### src/rtl/ysyx_041514_alu_div_iter.sv
// Iterative radix-2 restoring divider for DIV/DIVU/REM/REMU and W variants.
// One quotient bit per cycle; quotient and remainder returned with a one-cycle ready pulse.
module ysyx_041514_alu_div_iter (
  input  logic        clk,
  input  logic        rst,
  input  logic        signed_valid_i,
  input  logic        div32_valid_i,
  input  logic [63:0] sr1_data_i,
  input  logic [63:0] sr2_data_i,
  input  logic        div_valid_i,
  output logic        div_ready_o,
  output logic [63:0] div_out_o,
  output logic [63:0] rem_out_o
);

  localparam int unsigned XLEN = 64;
  localparam int unsigned HALF = 32;
  localparam int unsigned CW   = 7;

  typedef enum logic [1:0] {IDLE, CALC, DONE} state_t;

  state_t          r_state;
  logic [CW-1:0]   r_cnt;
  logic [XLEN-1:0] r_rem;
  logic [XLEN-1:0] r_quo;
  logic [XLEN-1:0] r_dvs;
  logic            r_w32;
  logic            r_neg_q;
  logic            r_neg_r;

  logic [HALF-1:0] w_a32;
  logic [HALF-1:0] w_b32;
  logic            w_a_neg;
  logic            w_b_neg;
  logic [XLEN-1:0] w_a_abs;
  logic [XLEN-1:0] w_b_abs;
  logic [XLEN-1:0] w_quo_init;
  logic            w_b_zero;
  logic            w_ovf;
  logic [XLEN:0]   w_shift;
  logic            w_borrow;
  logic [XLEN-1:0] w_rem_nxt;
  logic [XLEN-1:0] w_quo_nxt;
  logic [XLEN-1:0] w_q_fin;
  logic [XLEN-1:0] w_r_fin;
  logic [HALF-1:0] w_q32;
  logic [HALF-1:0] w_r32;

  // Operand preparation: absolute values for signed, low word for W variants
  always_comb begin
    w_a32    = sr1_data_i[HALF-1:0];
    w_b32    = sr2_data_i[HALF-1:0];
    w_a_neg  = signed_valid_i & (div32_valid_i ? w_a32[HALF-1] : sr1_data_i[XLEN-1]);
    w_b_neg  = signed_valid_i & (div32_valid_i ? w_b32[HALF-1] : sr2_data_i[XLEN-1]);
    w_b_zero = div32_valid_i ? (w_b32 == '0) : (sr2_data_i == '0);
    if (div32_valid_i) begin
      w_a_abs = {{HALF{1'b0}}, (w_a_neg ? (HALF'(0) - w_a32) : w_a32)};
      w_b_abs = {{HALF{1'b0}}, (w_b_neg ? (HALF'(0) - w_b32) : w_b32)};
      w_ovf   = signed_valid_i & (w_a32 == {1'b1, {(HALF-1){1'b0}}}) & (w_b32 == '1);
      w_quo_init = {w_a_abs[HALF-1:0], {HALF{1'b0}}};
    end else begin
      w_a_abs = w_a_neg ? (XLEN'(0) - sr1_data_i) : sr1_data_i;
      w_b_abs = w_b_neg ? (XLEN'(0) - sr2_data_i) : sr2_data_i;
      w_ovf   = signed_valid_i & (sr1_data_i == {1'b1, {(XLEN-1){1'b0}}}) & (sr2_data_i == '1);
      w_quo_init = w_a_abs;
    end
  end

  // One restoring step plus the sign fix-up applied to its result
  always_comb begin
    w_shift   = {r_rem, r_quo[XLEN-1]};
    w_borrow  = (w_shift < {1'b0, r_dvs});
    w_rem_nxt = w_borrow ? w_shift[XLEN-1:0] : (w_shift[XLEN-1:0] - r_dvs);
    w_quo_nxt = {r_quo[XLEN-2:0], ~w_borrow};
    w_q32     = r_neg_q ? (HALF'(0) - w_quo_nxt[HALF-1:0]) : w_quo_nxt[HALF-1:0];
    w_r32     = r_neg_r ? (HALF'(0) - w_rem_nxt[HALF-1:0]) : w_rem_nxt[HALF-1:0];
    if (r_w32) begin
      w_q_fin = {{HALF{1'b0}}, w_q32};
      w_r_fin = {{HALF{1'b0}}, w_r32};
    end else begin
      w_q_fin = r_neg_q ? (XLEN'(0) - w_quo_nxt) : w_quo_nxt;
      w_r_fin = r_neg_r ? (XLEN'(0) - w_rem_nxt) : w_rem_nxt;
    end
  end

  always_ff @(posedge clk) begin
    if (!rst) begin
      r_state     <= IDLE;
      r_cnt       <= '0;
      r_rem       <= '0;
      r_quo       <= '0;
      r_dvs       <= '0;
      r_w32       <= 1'b0;
      r_neg_q     <= 1'b0;
      r_neg_r     <= 1'b0;
      div_ready_o <= 1'b0;
      div_out_o   <= '0;
      rem_out_o   <= '0;
    end else begin
      div_ready_o <= 1'b0;
      case (r_state)
        IDLE: begin
          if (div_valid_i) begin
            r_w32   <= div32_valid_i;
            r_neg_q <= w_a_neg ^ w_b_neg;
            r_neg_r <= w_a_neg;
            r_quo   <= w_quo_init;
            r_rem   <= '0;
            r_dvs   <= w_b_abs;
            if (w_b_zero) begin
              r_state     <= DONE;
              div_ready_o <= 1'b1;
              div_out_o   <= div32_valid_i ? {{HALF{1'b0}}, {HALF{1'b1}}} : '1;
              rem_out_o   <= div32_valid_i ? {{HALF{1'b0}}, w_a32} : sr1_data_i;
            end else if (w_ovf) begin
              r_state     <= DONE;
              div_ready_o <= 1'b1;
              div_out_o   <= div32_valid_i ? {{HALF{1'b0}}, w_a32} : sr1_data_i;
              rem_out_o   <= '0;
            end else begin
              r_state <= CALC;
              r_cnt   <= div32_valid_i ? CW'(HALF) : CW'(XLEN);
            end
          end
        end
        CALC: begin
          if (!div_valid_i) begin
            r_state <= IDLE;
            r_cnt   <= '0;
          end else begin
            r_rem <= w_rem_nxt;
            r_quo <= w_quo_nxt;
            r_cnt <= r_cnt - CW'(1);
            if (r_cnt == CW'(1)) begin
              r_state     <= DONE;
              div_ready_o <= 1'b1;
              div_out_o   <= w_q_fin;
              rem_out_o   <= w_r_fin;
            end
          end
        end
        DONE:    r_state <= IDLE;
        default: r_state <= IDLE;
      endcase
    end
  end

endmodule
### config.mk
export PLATFORM = sky130hd
export DESIGN_NAME = ysyx_041514_alu_div_iter
export DESIGN_NICKNAME = d
export VERILOG_FILES = /design/src/rtl/ysyx_041514_alu_div_iter.sv
export SDC_FILE = /design/constraint.sdc
export NUM_CORES = 1
export LEC_CHECK = 0
export CAP_MARGIN = 10
export CELL_PAD_IN_SITES_DETAIL_PLACEMENT = 0
export CELL_PAD_IN_SITES_GLOBAL_PLACEMENT = 2
export CORE_ASPECT_RATIO = 1.75
export CORE_MARGIN = 2
export CORE_UTILIZATION = 37
export CTS_BUF_LIST = sky130_fd_sc_hd__clkbuf_8
export DETAILED_ROUTE_END_ITERATION = 12
export GPL_TIMING_DRIVEN = 0
export PLACE_DENSITY_LB_ADDON = 0.2
export SLEW_MARGIN = 15
export SYNTH_ARGS = -nofsm -noshare
export SYNTH_HDL_FRONTEND = slang
export SYNTH_SLANG_ARGS = --single-unit
### constraint.sdc
create_clock -name clk -period 13.4 [get_ports clk]
set_input_delay 2.68 -clock clk [delete_from_list [all_inputs] [get_ports clk]]
set_output_delay 2.68 -clock clk [all_outputs]
set_load 0.05 [all_outputs]
# Word-level counts from Yosys, hierarchy flattened
# Cells that the tools add are included.
word_totals:
  regBits: 333
  output_inout_bits: 129
  wordCells: 107
classes:
  add_sub_neg: 10
  n_lt_le_gt_ge: 1
  n_eq_ne: 13
  n_mux: 55
  bitwise: 8
  n_reduce_logical: 9
op_table:
  columns: ["cell", "n"]
  rows:
  - ["2-to-1 mux 64 bit", 25]
  - ["case mux 64 bit (2 select lines)", 4]
  - ["subtractor 1 x 64 -> 64 bit (first input constant)", 4]
  - ["== test 64 bit (second input constant)", 2]
  - ["2-to-1 mux 32 bit", 4]
  - ["subtractor 1 x 32 -> 32 bit (first input constant)", 4]
  - ["< comparator 65 x 64 -> 1 bit", 1]
  - ["== test 32 bit (second input constant)", 2]
  - ["zero test 64 bit", 1]
  - ["subtractor 64 bit", 1]
  - ["2-to-1 mux 7 bit", 5]
  - ["zero test 32 bit", 1]
  - ["case mux 7 bit (2 select lines)", 1]
  - ["2-to-1 mux 2 bit", 5]
  - ["!= test 2 bit (second input constant)", 5]
  - ["2-to-1 mux 1 bit", 9]
  - ["== test 7 x 1 -> 1 bit (second input constant)", 1]
  - ["subtractor 7 x 1 -> 7 bit (second input constant)", 1]
  - ["bitwise AND 1 bit", 6]
  - ["!= test 3 bit (second input constant)", 2]
  - ["AND reduction 5 bit", 1]
  - ["case mux 2 bit (2 select lines)", 1]
  - ["AND reduction 2 bit", 2]
  - ["AND reduction 4 bit", 1]
  - ["other kinds (7)", 7]

# Logic depth before layout (Yosys ltp)
logic_depth:
  ltp_word: 8
  mapped_depth: 28
  depth_no_buf: 21

# Worst setup path before layout
# OpenSTA, ideal clock, no wires.
synth_timing:
  path_type: "in2reg"
  start: "input port sr2_data_i[21]"
  end: "register rem_out_o[52]"
  setup_time_ns: 0.118
  arrival_time_ns: 5.899
  slack_ns: 7.384
  path_stages: 14
  n_path_buf: 2
  cell_sequence: "or4_1 > or4_1 > or3_1 > nor2_1 > nand3_1 > or2_1 > and2_1 > o31ai_1 > o211a_1 > clkbuf_1 > clkbuf_1 > o2111ai_1 > mux2i_1 > nor2_1"
synth_via:
  elab_chain_cells: 5
  word_cells_on_any_way: 13
synth_lines:
  columns: ["element", "line_no", "source"]
  rows:
  - ["start, declared", "9", "input logic [63:0] sr2_data_i,"]
  - ["== test 64 bit, or another cell as far along", "64", "w_ovf = signed_valid_i & (sr1_data_i == {1'b1, {(XLEN-1){1'b0}}}) & (sr2_data_i == '1);"]
  - ["bitwise AND 1 bit, or another cell as far along", "64", null]
  - ["2-to-1 mux 1 bit or 2-to-1 mux 64 bit (tied branches)", "56, 110", null]
  - ["!= test 3 bit (no source line) or 2-to-1 mux 64 bit (tied branches)", null, null]
  - ["AND reduction 5 bit (no source line) or case mux 64 bit (2 select lines) (tied branches)", null, null]
  - ["end signal, assigned", "114", "rem_out_o <= div32_valid_i ? {{HALF{1'b0}}, w_a32} : sr1_data_i;"]
  - ["end signal, assigned", "138", "rem_out_o <= w_r_fin;"]
  - ["end, declared", "13", "output logic [63:0] rem_out_o"]
# Several ways; a longest one is shown, not always the timed one. The select of a mux whose other input is x is not followed.
# A chain may end at the register's enable or synchronous reset.

# Worst setup path in the final report
layout_timing:
  start: "register r_rem[7]"
  end: "register rem_out_o[62]"
layout_via:
  elab_chain_cells: 8
  word_cells_on_any_way: 9
layout_lines:
  columns: ["element", "line_no", "source"]
  rows:
  - ["start, declared", "24", "logic [XLEN-1:0] r_rem;"]
  - ["start signal, assigned", "131", "r_rem <= w_rem_nxt;"]
  - ["subtractor 64 bit or < comparator 65 x 64 -> 1 bit (tied branches)", "73, 72", null]
  - ["2-to-1 mux 64 bit (*)", "73", "w_rem_nxt = w_borrow ? w_shift[XLEN-1:0] : (w_shift[XLEN-1:0] - r_dvs);"]
  - ["subtractor 1 x 64 -> 64 bit", "82", "w_r_fin = r_neg_r ? (XLEN'(0) - w_rem_nxt) : w_rem_nxt;"]
  - ["2-to-1 mux 64 bit (*)", "82", null]
  - ["2-to-1 mux 64 bit (*)", "77", "if (r_w32) begin"]
  - ["2-to-1 mux 64 bit (*)", "134", "if (r_cnt == CW'(1)) begin"]
  - ["2-to-1 mux 64 bit (*)", "127", "if (!div_valid_i) begin"]
  - ["case mux 64 bit (2 select lines) (*)", "101", "case (r_state)"]
# Mark *: on every way between the ends. The rest lies on a longest branch, timed or not. The select of a mux whose other input is x is not followed.

==> impl_metrics.ini <==
[status]
outcome = finished clean

[synthesis]
synth_fa_ha_area_share_pct = 3.548
synth_xor_xnor_area_share_pct = 8.620
synthesized_netlist_cell_count = 3597
yosys.cell_count.top_type = nor2_1
synth-async-reset-ratio_pct = 0
synthSimpleGateAreaFrac_pct = 25.85
synth_top_cells_by_count = nor2_1, nand2_1, dfxtp_1, a21oi_1, o21ai_0
synth.top_cell.area_share_pct = 26.04
synth_enable_flop_cells = 0
synth_compound_area_share_pct = 28.82
syn-cell-area_um2 = 25600
synth_top_cells_by_area = dfxtp_1, nor2_1, a21oi_1
postSynth.topFlopCell = dfxtp_1
synth_warnings = 0
syn-num-nets = 3802
synth.distinct_cells = 84
synthesis.area_per_instance_um2 = 7.118
synth.ff_latch_count = 333
synth_sequential_area_ratio_pct = 26.04
synth_top_family_by_area = compound AO/OA/AOI/OAI gates
netlist.top_cell.by_area = dfxtp_1
muxShareOfSynthArea_pct = 1.935

[clocking]
cts_resized = 0
clk_pin_slew_worst_paths_ns = 0.08
ctsLongestPathBuffers = 3
clock_tree_from_tritoncts = built
cts_inserted_buffers = 54
clock_tree.root_cell = clkbuf_8
cts.htree.levels = 2
clock_latency_ns = 0.74
cts_hold_buffers = 0
cts.repair_timing.setup_buffer_count = 0
clkSinkCount = 333

[critical_path]
cp_data_required_time_ns = 13.96
slowest_stage = clkbuf_1
startpoint_type = flip-flop
r2r_start = r_rem[7]
crit_path_top_cell_by_count = buf_2
timing.critical_path.slowest_cell_delay_ns = 0.76
setup.reg_to_reg.worst_slack_ns = 3.38
arrival_ns = 10.58
worstSetupPathType = flip-flop to flip-flop
path_delay_family = buffers and inverters
worst-r2r-cell-count = 27
timing.rr.end = rem_out_o[62]
critical_path_peak_fanout = 10
timing.critical_path.buf_inv = 7
end_kind = flip-flop

[place]
post_dp_cell_area_um2 = 29360
gpl.final_weighted_congestion = 1.050
dpl.cell_count = 4761
post-dp-hpwl_um = 119300
port-buffer-count = 258

[drt]
avgRoutedWirePerCell_um = 30.11
first_pass_iters = 8
via_count = 30220
total_wire_length_after_detailed_routing_um = 146500
antenna_left = 0
drc_errors = 0
post_drt_via_cell_ratio = 6.211
drt-initial-drc-count = 2412

[layout]
post_layout_nonfiller_instances = 4866
finalNetCount = 4119
final_layout_size_suffix_gt1_share_pct = 4.218
finalInstanceArea_um2 = 30610
area_delta_synth_final_pct = 19.55

[timing]
number_of_hold_violations_in_the_final_report = 0
headroom_to_the_max_slew_limit_pct = 14.84
report.final.slew_viol_count = 0
pin_slew_with_the_least_headroom_to_its_limit_ns = 1.277
period_share_pct = 74.77
setup_viol = 0
max_freq_mhz = 99.81
total_neg_setup_slack_ns = 0
grt_setup_unrepaired = false
period_minus_slack_ns = 10.02
fin_skew_ns = 0.03418

[power]
ir_drop_mv = 0.06916
power_per_cell_area_nw_per_um2 = 98.29
p_leak_nw = 10.93

[hold_path]
min-delay-start = div_out_o[2]
hold_path.class = flip-flop to flip-flop
number_of_instances_on_the_worst_hold_path = 2
hold_path_end = div_out_o[2]

[run]
max_cap_viol_count = 0

[die]
design.core.area_um2 = 68490
i_o_pin_count = 262
die_height_um = 352.0
core.rowCount = 127
die_w_um = 202.9
initial_utilization_pct = 37.38
fp.dieArea_um2 = 71400

[global_route]
first_global_vias = 29890
wire_length_of_the_first_global_routing_pass_um = 206000
antenna_violations_before_repair = 2
largest_net_degree_at_the_start_of_global_routing = 15
grt_total_usage_pct = 39.80
grt-ovfl-total = 0
[power by group]
| group | internal [W] | switching [W] |
|---|---|---|
| Clock | 0.000553 | 0.000506 |
| Sequential | 0.00104 | 0.0000467 |
| Combinational | 0.000265 | 0.000601 |
[cells by family after synthesis]
kind of cell    count (synthesis)
compound gates               1126
xor+xnor                      252
mux                            48
flops                         333
buf+inv                       347
fa+ha+maj                      72
simple gates                 1419
[sequential cells by signal (all words and copies together) (netlist names)]
register     flops
r_neg_r          1
r_neg_q          1
r_rem           64
rem_out_o       64
r_cnt            7
r_dvs           64
r_state          2
r_w32            1
r_quo           64
div_out_o       64
div_ready_o      1
[metal layers]
layer	global-route usage, %	vias up	wire length [um]
met5	0	-	0
met2	72.01	1423	73650
met1	38.78	14350	49000
li1	-	13900	-
met3	5.191	553	7850
met4	36.85	0	16000
[metrics by stage]
stage | total power [W] | hold WS (ns) | utilization [%] | worst slack (ns)
2_1_floorplan | 0.001585 | 0.4400 | - | 7.384
3_3_place_gp | 0.001943 | 0.4376 | 42.80 | 3.700
3_5_place_dp | 0.001945 | 0.4451 | 42.88 | 3.697
4_1_cts | 0.002991 | 0.4516 | 44.67 | 3.637
5_1_grt | 0.003095 | 0.4792 | 44.68 | 3.104
6_report | 0.003008 | 0.4493 | 44.69 | 3.381
[final cells by class]
cell class	instances	area, um^2
diodes	4	10.01
plain buffers	249	967.2
clock buffers	67	922.1
clock inverters	34	307.8
fillers	7333	37880
inverters	98	367.9
multi-input cells	2917	17630
flip-flops and latches	333	6666
well taps	903	1130
repair buffers	261	2611
[worst min-delay path: stages (launching register included)]
cell	delay, ns
dfxtp_1	0.31
nand2_1	0.05
a21oi_1	0.05
[placed cells by master, fill, tap and decap left out, types with 40 or more instances in the layout]
cell type | synthesis | layout
nor2_1 | 482 | 481
nand2_1 | 391 | 391
dfxtp_1 | 333 | 333
a21oi_1 | 299 | 299
clkdlybuf4s50_1 | 0 | 258
o21ai_0 | 244 | 244
clkbuf_1 | 212 | 208
nor3_1 | 147 | 146
xnor2_1 | 146 | 146
xor2_1 | 106 | 106
inv_1 | 96 | 104
o211ai_1 | 73 | 73
ha_1 | 71 | 71
or3_1 | 67 | 67
clkbuf_8 | 0 | 67
a22oi_1 | 64 | 64
nand3_1 | 55 | 55
a221oi_1 | 54 | 54
o31ai_1 | 53 | 53
nand4_1 | 51 | 51
a211oi_1 | 51 | 51
a31oi_1 | 40 | 40
[worst max-delay path by stage]
stage / start / endpoint / depth (start not counted)
2_1_floorplan: sr2_data_i[21] / rem_out_o[52] / 14
3_3_place_gp: r_rem[34] / rem_out_o[62] / 27
3_5_place_dp: r_rem[33] / rem_out_o[62] / 27
4_1_cts: r_rem[33] / rem_out_o[62] / 27
5_1_grt: r_rem[33] / rem_out_o[62] / 27
6_report: r_rem[7] / rem_out_o[62] / 27
Power figures use the tool's default switching activity.
